==> src/rtl/fifo_pkg.sv <==
// Shared definitions for the asynchronous FIFO pointer controllers.
package fifo_pkg;

    localparam int unsigned DEF_ADDR_WIDTH  = 4;
    localparam int unsigned DEF_SYNC_STAGES = 2;

    // Callers zero-extend narrower pointers into 32 bits and truncate the result.
    function automatic logic [31:0] bin2gray(input logic [31:0] b);
        return b ^ (b >> 1);
    endfunction

    // Prefix-XOR from the MSB down; the MSB passes through unchanged.
    function automatic logic [31:0] gray2bin(input logic [31:0] g);
        logic [31:0] b;
        b = g;
        for (int i = 30; i >= 0; i--) begin
            b[i] = b[i+1] ^ g[i];
        end
        return b;
    endfunction

endpackage

==> src/rtl/ptr_sync.sv <==
// Multi-flop synchroniser for a Gray-coded pointer crossing clock domains.
module ptr_sync #(
    parameter int unsigned WIDTH  = 5,
    parameter int unsigned STAGES = 2
) (
    input  logic             clk,
    input  logic             rst_n,
    input  logic [WIDTH-1:0] d,
    output logic [WIDTH-1:0] q
);

    logic [WIDTH-1:0] sync_q [STAGES];

    // Plain flop chain; nothing may sit between stages.
    always_ff @(posedge clk or negedge rst_n) begin
        if (!rst_n) begin
            for (int i = 0; i < int'(STAGES); i++) begin
                sync_q[i] <= '0;
            end
        end else begin
            sync_q[0] <= d;
            for (int i = 1; i < int'(STAGES); i++) begin
                sync_q[i] <= sync_q[i-1];
            end
        end
    end

    assign q = sync_q[STAGES-1];

endmodule

==> src/rtl/rd_ptr_ctrl.sv <==
// Read-side pointer controller of an asynchronous FIFO: read pointer, empty,
// almost-empty, occupancy count and underflow reporting in the read domain.
module rd_ptr_ctrl
    import fifo_pkg::*;
#(
    parameter int unsigned ADDR_WIDTH  = DEF_ADDR_WIDTH,
    parameter int unsigned SYNC_STAGES = DEF_SYNC_STAGES
) (
    input  logic                  r_clk,
    input  logic                  r_rst,
    input  logic                  rinc,
    input  logic [ADDR_WIDTH:0]   w_ptr,
    input  logic [ADDR_WIDTH:0]   aempty_thresh,
    output logic [ADDR_WIDTH:0]   r_ptr,
    output logic [ADDR_WIDTH-1:0] raddr,
    output logic                  ren,
    output logic                  rempty,
    output logic                  raempty,
    output logic [ADDR_WIDTH:0]   rcount,
    output logic                  runderflow
);

    localparam int unsigned PW = ADDR_WIDTH + 1;

    if (SYNC_STAGES < 2 || SYNC_STAGES > 4) begin : g_bad_stages
        $error("rd_ptr_ctrl: SYNC_STAGES must be in 2..4");
    end

    logic [PW-1:0] wq_gray;
    logic [PW-1:0] wq_bin;
    logic [PW-1:0] r_bin;
    logic [PW-1:0] bin_next;
    logic [PW-1:0] gray_next;
    logic [PW-1:0] count_next;
    logic          rd_ok;

    ptr_sync #(
        .WIDTH  (PW),
        .STAGES (SYNC_STAGES)
    ) u_wptr_sync (
        .clk   (r_clk),
        .rst_n (r_rst),
        .d     (w_ptr),
        .q     (wq_gray)
    );

    // Next pointer and next occupancy; a read and an arriving write fold into one update.
    always_comb begin
        rd_ok      = rinc & ~rempty;
        bin_next   = r_bin + {{ADDR_WIDTH{1'b0}}, rd_ok};
        gray_next  = PW'(bin2gray(32'(bin_next)));
        wq_bin     = PW'(gray2bin(32'(wq_gray)));
        count_next = wq_bin - bin_next;
    end

    assign ren   = rd_ok;
    assign raddr = r_bin[ADDR_WIDTH-1:0];

    // Pointer and status registers; empty is judged on the post-read pointer.
    always_ff @(posedge r_clk or negedge r_rst) begin
        if (!r_rst) begin
            r_bin      <= '0;
            r_ptr      <= '0;
            rempty     <= 1'b1;
            raempty    <= 1'b1;
            rcount     <= '0;
            runderflow <= 1'b0;
        end else begin
            r_bin      <= bin_next;
            r_ptr      <= gray_next;
            rempty     <= (gray_next == wq_gray);
            raempty    <= (count_next <= aempty_thresh);
            rcount     <= count_next;
            runderflow <= rinc & rempty;
        end
    end

endmodule

==> config.mk <==
export PLATFORM = sky130hd
export DESIGN_NAME = rd_ptr_ctrl
export DESIGN_NICKNAME = d
export VERILOG_FILES = /design/src/rtl/fifo_pkg.sv /design/src/rtl/ptr_sync.sv /design/src/rtl/rd_ptr_ctrl.sv
export SDC_FILE = /design/constraint.sdc
export NUM_CORES = 1
export LEC_CHECK = 0
export BUFFER_PORTS_ARGS = -buffer_cell sky130_fd_sc_hd__buf_2
export CAP_MARGIN = 20
export CELL_PAD_IN_SITES_DETAIL_PLACEMENT = 1
export CELL_PAD_IN_SITES_GLOBAL_PLACEMENT = 2
export CORE_ASPECT_RATIO = 1.2
export CORE_MARGIN = 2
export CORE_UTILIZATION = 34
export DETAILED_ROUTE_END_ITERATION = 8
export HOLD_SLACK_MARGIN = 0.1
export PLACE_DENSITY_LB_ADDON = 0.1
export SETUP_SLACK_MARGIN = 0.1
export SLEW_MARGIN = 20
export SYNTH_ARGS = -nofsm -noshare
export SYNTH_HDL_FRONTEND = slang
export SYNTH_SLANG_ARGS = --single-unit
==> constraint.sdc <==
create_clock -name r_clk -period 3.25 [get_ports r_clk]
set_input_delay 0.975 -clock r_clk [delete_from_list [all_inputs] [get_ports r_clk]]
set_output_delay 0.975 -clock r_clk [all_outputs]
set_load 0.05 [all_outputs]
==> impl_metrics.yaml <==
run_status:
  status: "complete, no violations"
route:
  wl_met3_microns: 101
  drc: 0
  met2_length_microns: 1290
  wl_per_cell_microns: 12.1
  wl_met1_microns: 1040
  drt-total-wl_microns: 2470
  dr_total_vias: 882
  first_pass_iters: 3
  top_layer: "met4"
  vias_per_cell: 4.32
  dr.first_iter.drc_count: 28
  ant_nets: 0
setup_path:
  worst_path_most_repeated_cell: "o21a_1"
  ff2ff_setup_slack_ns: 0.31
  path_cells: "buf_2 > nor2b_4 > ha_4 > ha_2 > fa_1 > inv_2 > ha_4 > nor2b_1 > o21a_1 > o21a_1 > o21a_1 > o22ai_2"
  reg2reg_from: "u_wptr_sync.q[4]$_DFF_PN0_"
  cp_max_fo: 3
  cp_slowest_cell: "fa_1"
  critPathMaxStageDelay_ns: 0.56
  crit_arrival_ns: 3.19
  r2r_end: "raempty$_DFF_PN1_"
  required_ns: 3.46
  rr_worst_depth: 13
  worstSetupPathType: "in2reg"
  cp_top_family: "adder cells"
  start_kind: "primary input"
  end_kind: "flip-flop"
  critPathBufInv: 2
global_routing:
  grt_pass1_wl_microns: 4240
  track_usage: 0.130
  gr-total-overflow: 0
  grt_pass1_vias: 944
  grt_max_degree: 28
  antenna_found_initial: 0
yosys:
  avgSynthCellArea_sq_um: 12.2
  netlist.area_leader.share: 0.474
  yosys_most_used_dff: "dfrtp_1"
  synthDistinctLibCells: 29
  ys_seq_area_frac: 0.514
  netlist_instances: 108
  yosys-top-cells-area: "dfrtp_1 (47%), ha_1 (10%), xnor2_1 (8.6%)"
  synth-edff-count: 0
  yosys.area.top_type: "dfrtp_1"
  synthTopCellsByCount: "dfrtp_1 (25), inv_1 (14), xnor2_1 (13)"
  yosysMostFrequentCell: "dfrtp_1"
  synth_warnings: 0
  netlist_area_sq_um: 1320
  synth-seq-cells: 27
  ys_async_sr_fraction: 1.00
  syn_nets: 133
die:
  die_area_sq_um: 4400
  rows: 24
  core_sq_um: 3660
  io_pins: 31
  die_w_microns: 60.9
  die_h_microns: 72.2
  start_util: 0.360
cells_and_area:
  final_nets: 178
  post-route-util: 0.477
  diodes: 0
  fillers: 425
  fin_cells: 204
  syn2layout_area_growth_pct: 32.6
  drive_gt1_frac: 0.421
worst_hold_path:
  worstHoldEndpoint: "u_wptr_sync.q[1]$_DFF_PN0_"
  min_delay_path_depth: 0
  hp-start: "u_wptr_sync.sync_q[6]$_DFF_PN0_"
  hp-class: "reg2reg"
timing:
  worst_pin_slew_ns: 0.594
  finalSetupViolCount: 0
  max_freq_mhz: 336
  fin_crit_ns: 2.98
  finalHoldViolCount: 0
  fin_hold_ws_ns: 0.355
  fin_skew_ns: 0.00131
  relSlewSlack: 0.604
  final.setup.tns_ns: 0
  slew_viol_final: 0
  period_share: 0.916
  rsz0062_at_grt: "false"
placed_design:
  hpwl_microns: 1920
  place_inst: 196
  place.gp.congestion: 0.730
  io_buffers: 30
cts:
  cts_htree_levels: 1
  path_clk_slew_ns: 0.09
  root_buffer: "clkbuf_8"
  cts_tree: "built"
  clock_latency_ns: 0.28
  cts_buffers: 3
  cts_buffer_depth: 2
  clock_sinks: 27
  hold_buffers: 0
job:
  drv_cap: 0
==> final cells by class <==
type / count / area, sq um / share of cell area
Inverter: 14 / 52.6 / 0.0300
Timing Repair Buffer: 43 / 248 / 0.142
Tap cell: 52 / 65.1 / 0.0372
Multi-Input combinational cell: 64 / 657 / 0.376
Sequential cell: 27 / 678 / 0.388
Clock buffer: 3 / 41.3 / 0.0236
Clock inverter: 1 / 7.51 / 0.00429
==> stage by stage <==
| step | instance area, sq um | setup slack, ns |
|---|---|---|
| final | 1750 | 0.272 |
| after global routing | 1750 | 0.0947 |
| after CTS | 1680 | 0.100 |
| after detailed placement | 1610 | -0.122 |
| after global placement | 1610 | -0.0489 |
| after floorplan | 1360 | -0.151 |
==> how the worst max path moves through the flow <==
stage | cells after the start | slack, ns | endpoint | startpoint
after floorplan | 11 | -0.15 | raempty$_DFF_PN1_ | rinc
after detailed placement | 12 | -0.12 | raempty$_DFF_PN1_ | rinc
after CTS | 13 | 0.10 | raempty$_DFF_PN1_ | u_wptr_sync.q[3]$_DFF_PN0_
final | 12 | 0.27 | raempty$_DFF_PN1_ | rinc
after global routing | 13 | 0.09 | raempty$_DFF_PN1_ | u_wptr_sync.q[4]$_DFF_PN0_
after global placement | 13 | -0.05 | raempty$_DFF_PN1_ | rinc
==> routing by layer <==
metal | up-vias | global-route usage
met5 | - | 0
met4 | 0 | 0.0507
met3 | 5 | 0.0214
met2 | 21 | 0.215
met1 | 427 | 0.169
li1 | 429 | -
==> cell families (layout without fill, tap and decap cells) <==
logic type / Yosys count / in the layout / synth area share
adders and majority gates: 12 / 12 / 0.120
and+or+nand+nor: 16 / 16 / 0.0807
buffers and inverters: 17 / 61 / 0.0626
xor gates and xnor gates: 24 / 24 / 0.165
AOI/OAI and AO/OA: 12 / 12 / 0.0579
DFF: 27 / 27 / 0.514
==> state kept, by name (all words and copies together) (netlist names) <==
signal and count:
u_wptr_sync.sync_q 5, rempty 1, u_wptr_sync.q 5, r_ptr 4, rcount 5, runderflow 1, raempty 1, r_bin 5
==> layout by cell type, fill, tap and decap left out, types with 3 or more instances in the layout <==
| master | synthesis | final |
|---|---|---|
| clkbuf_8 | 0 | 3 |
| buf_4 | 0 | 13 |
| ha_1 | 11 | 7 |
| buf_2 | 2 | 30 |
| inv_1 | 14 | 13 |
| xnor2_1 | 13 | 12 |
| xor2_2 | 1 | 3 |
| a21oi_1 | 4 | 3 |
| ha_4 | 0 | 3 |
| xor2_1 | 10 | 7 |
| o21a_1 | 3 | 3 |
| dfrtp_1 | 25 | 25 |
==> what timing repair did <==
action | in CTS | in global routing
pin swaps | 2 | 5
resized for setup | 2 | 8
setup endpoints to repair | 1 | 1
setup buffers | 1 | 3
==> worst register-to-register path, delay by kind of cell, from the launching register on <==
family                   cells  cell delay [ns]
AND/OR/NAND/NOR              1             0.12
AO/OA/AOI/OAI                4             0.58
flip-flops                   1             0.43
buffers and inverters        1             0.06
adder cells (fa/ha/maj)      3             0.96
XOR/XNOR                     4             0.73
Power is left out: the tool's default activity adds up to more than one toggle a clock period on the data nets, which glitch-free logic cannot reach.
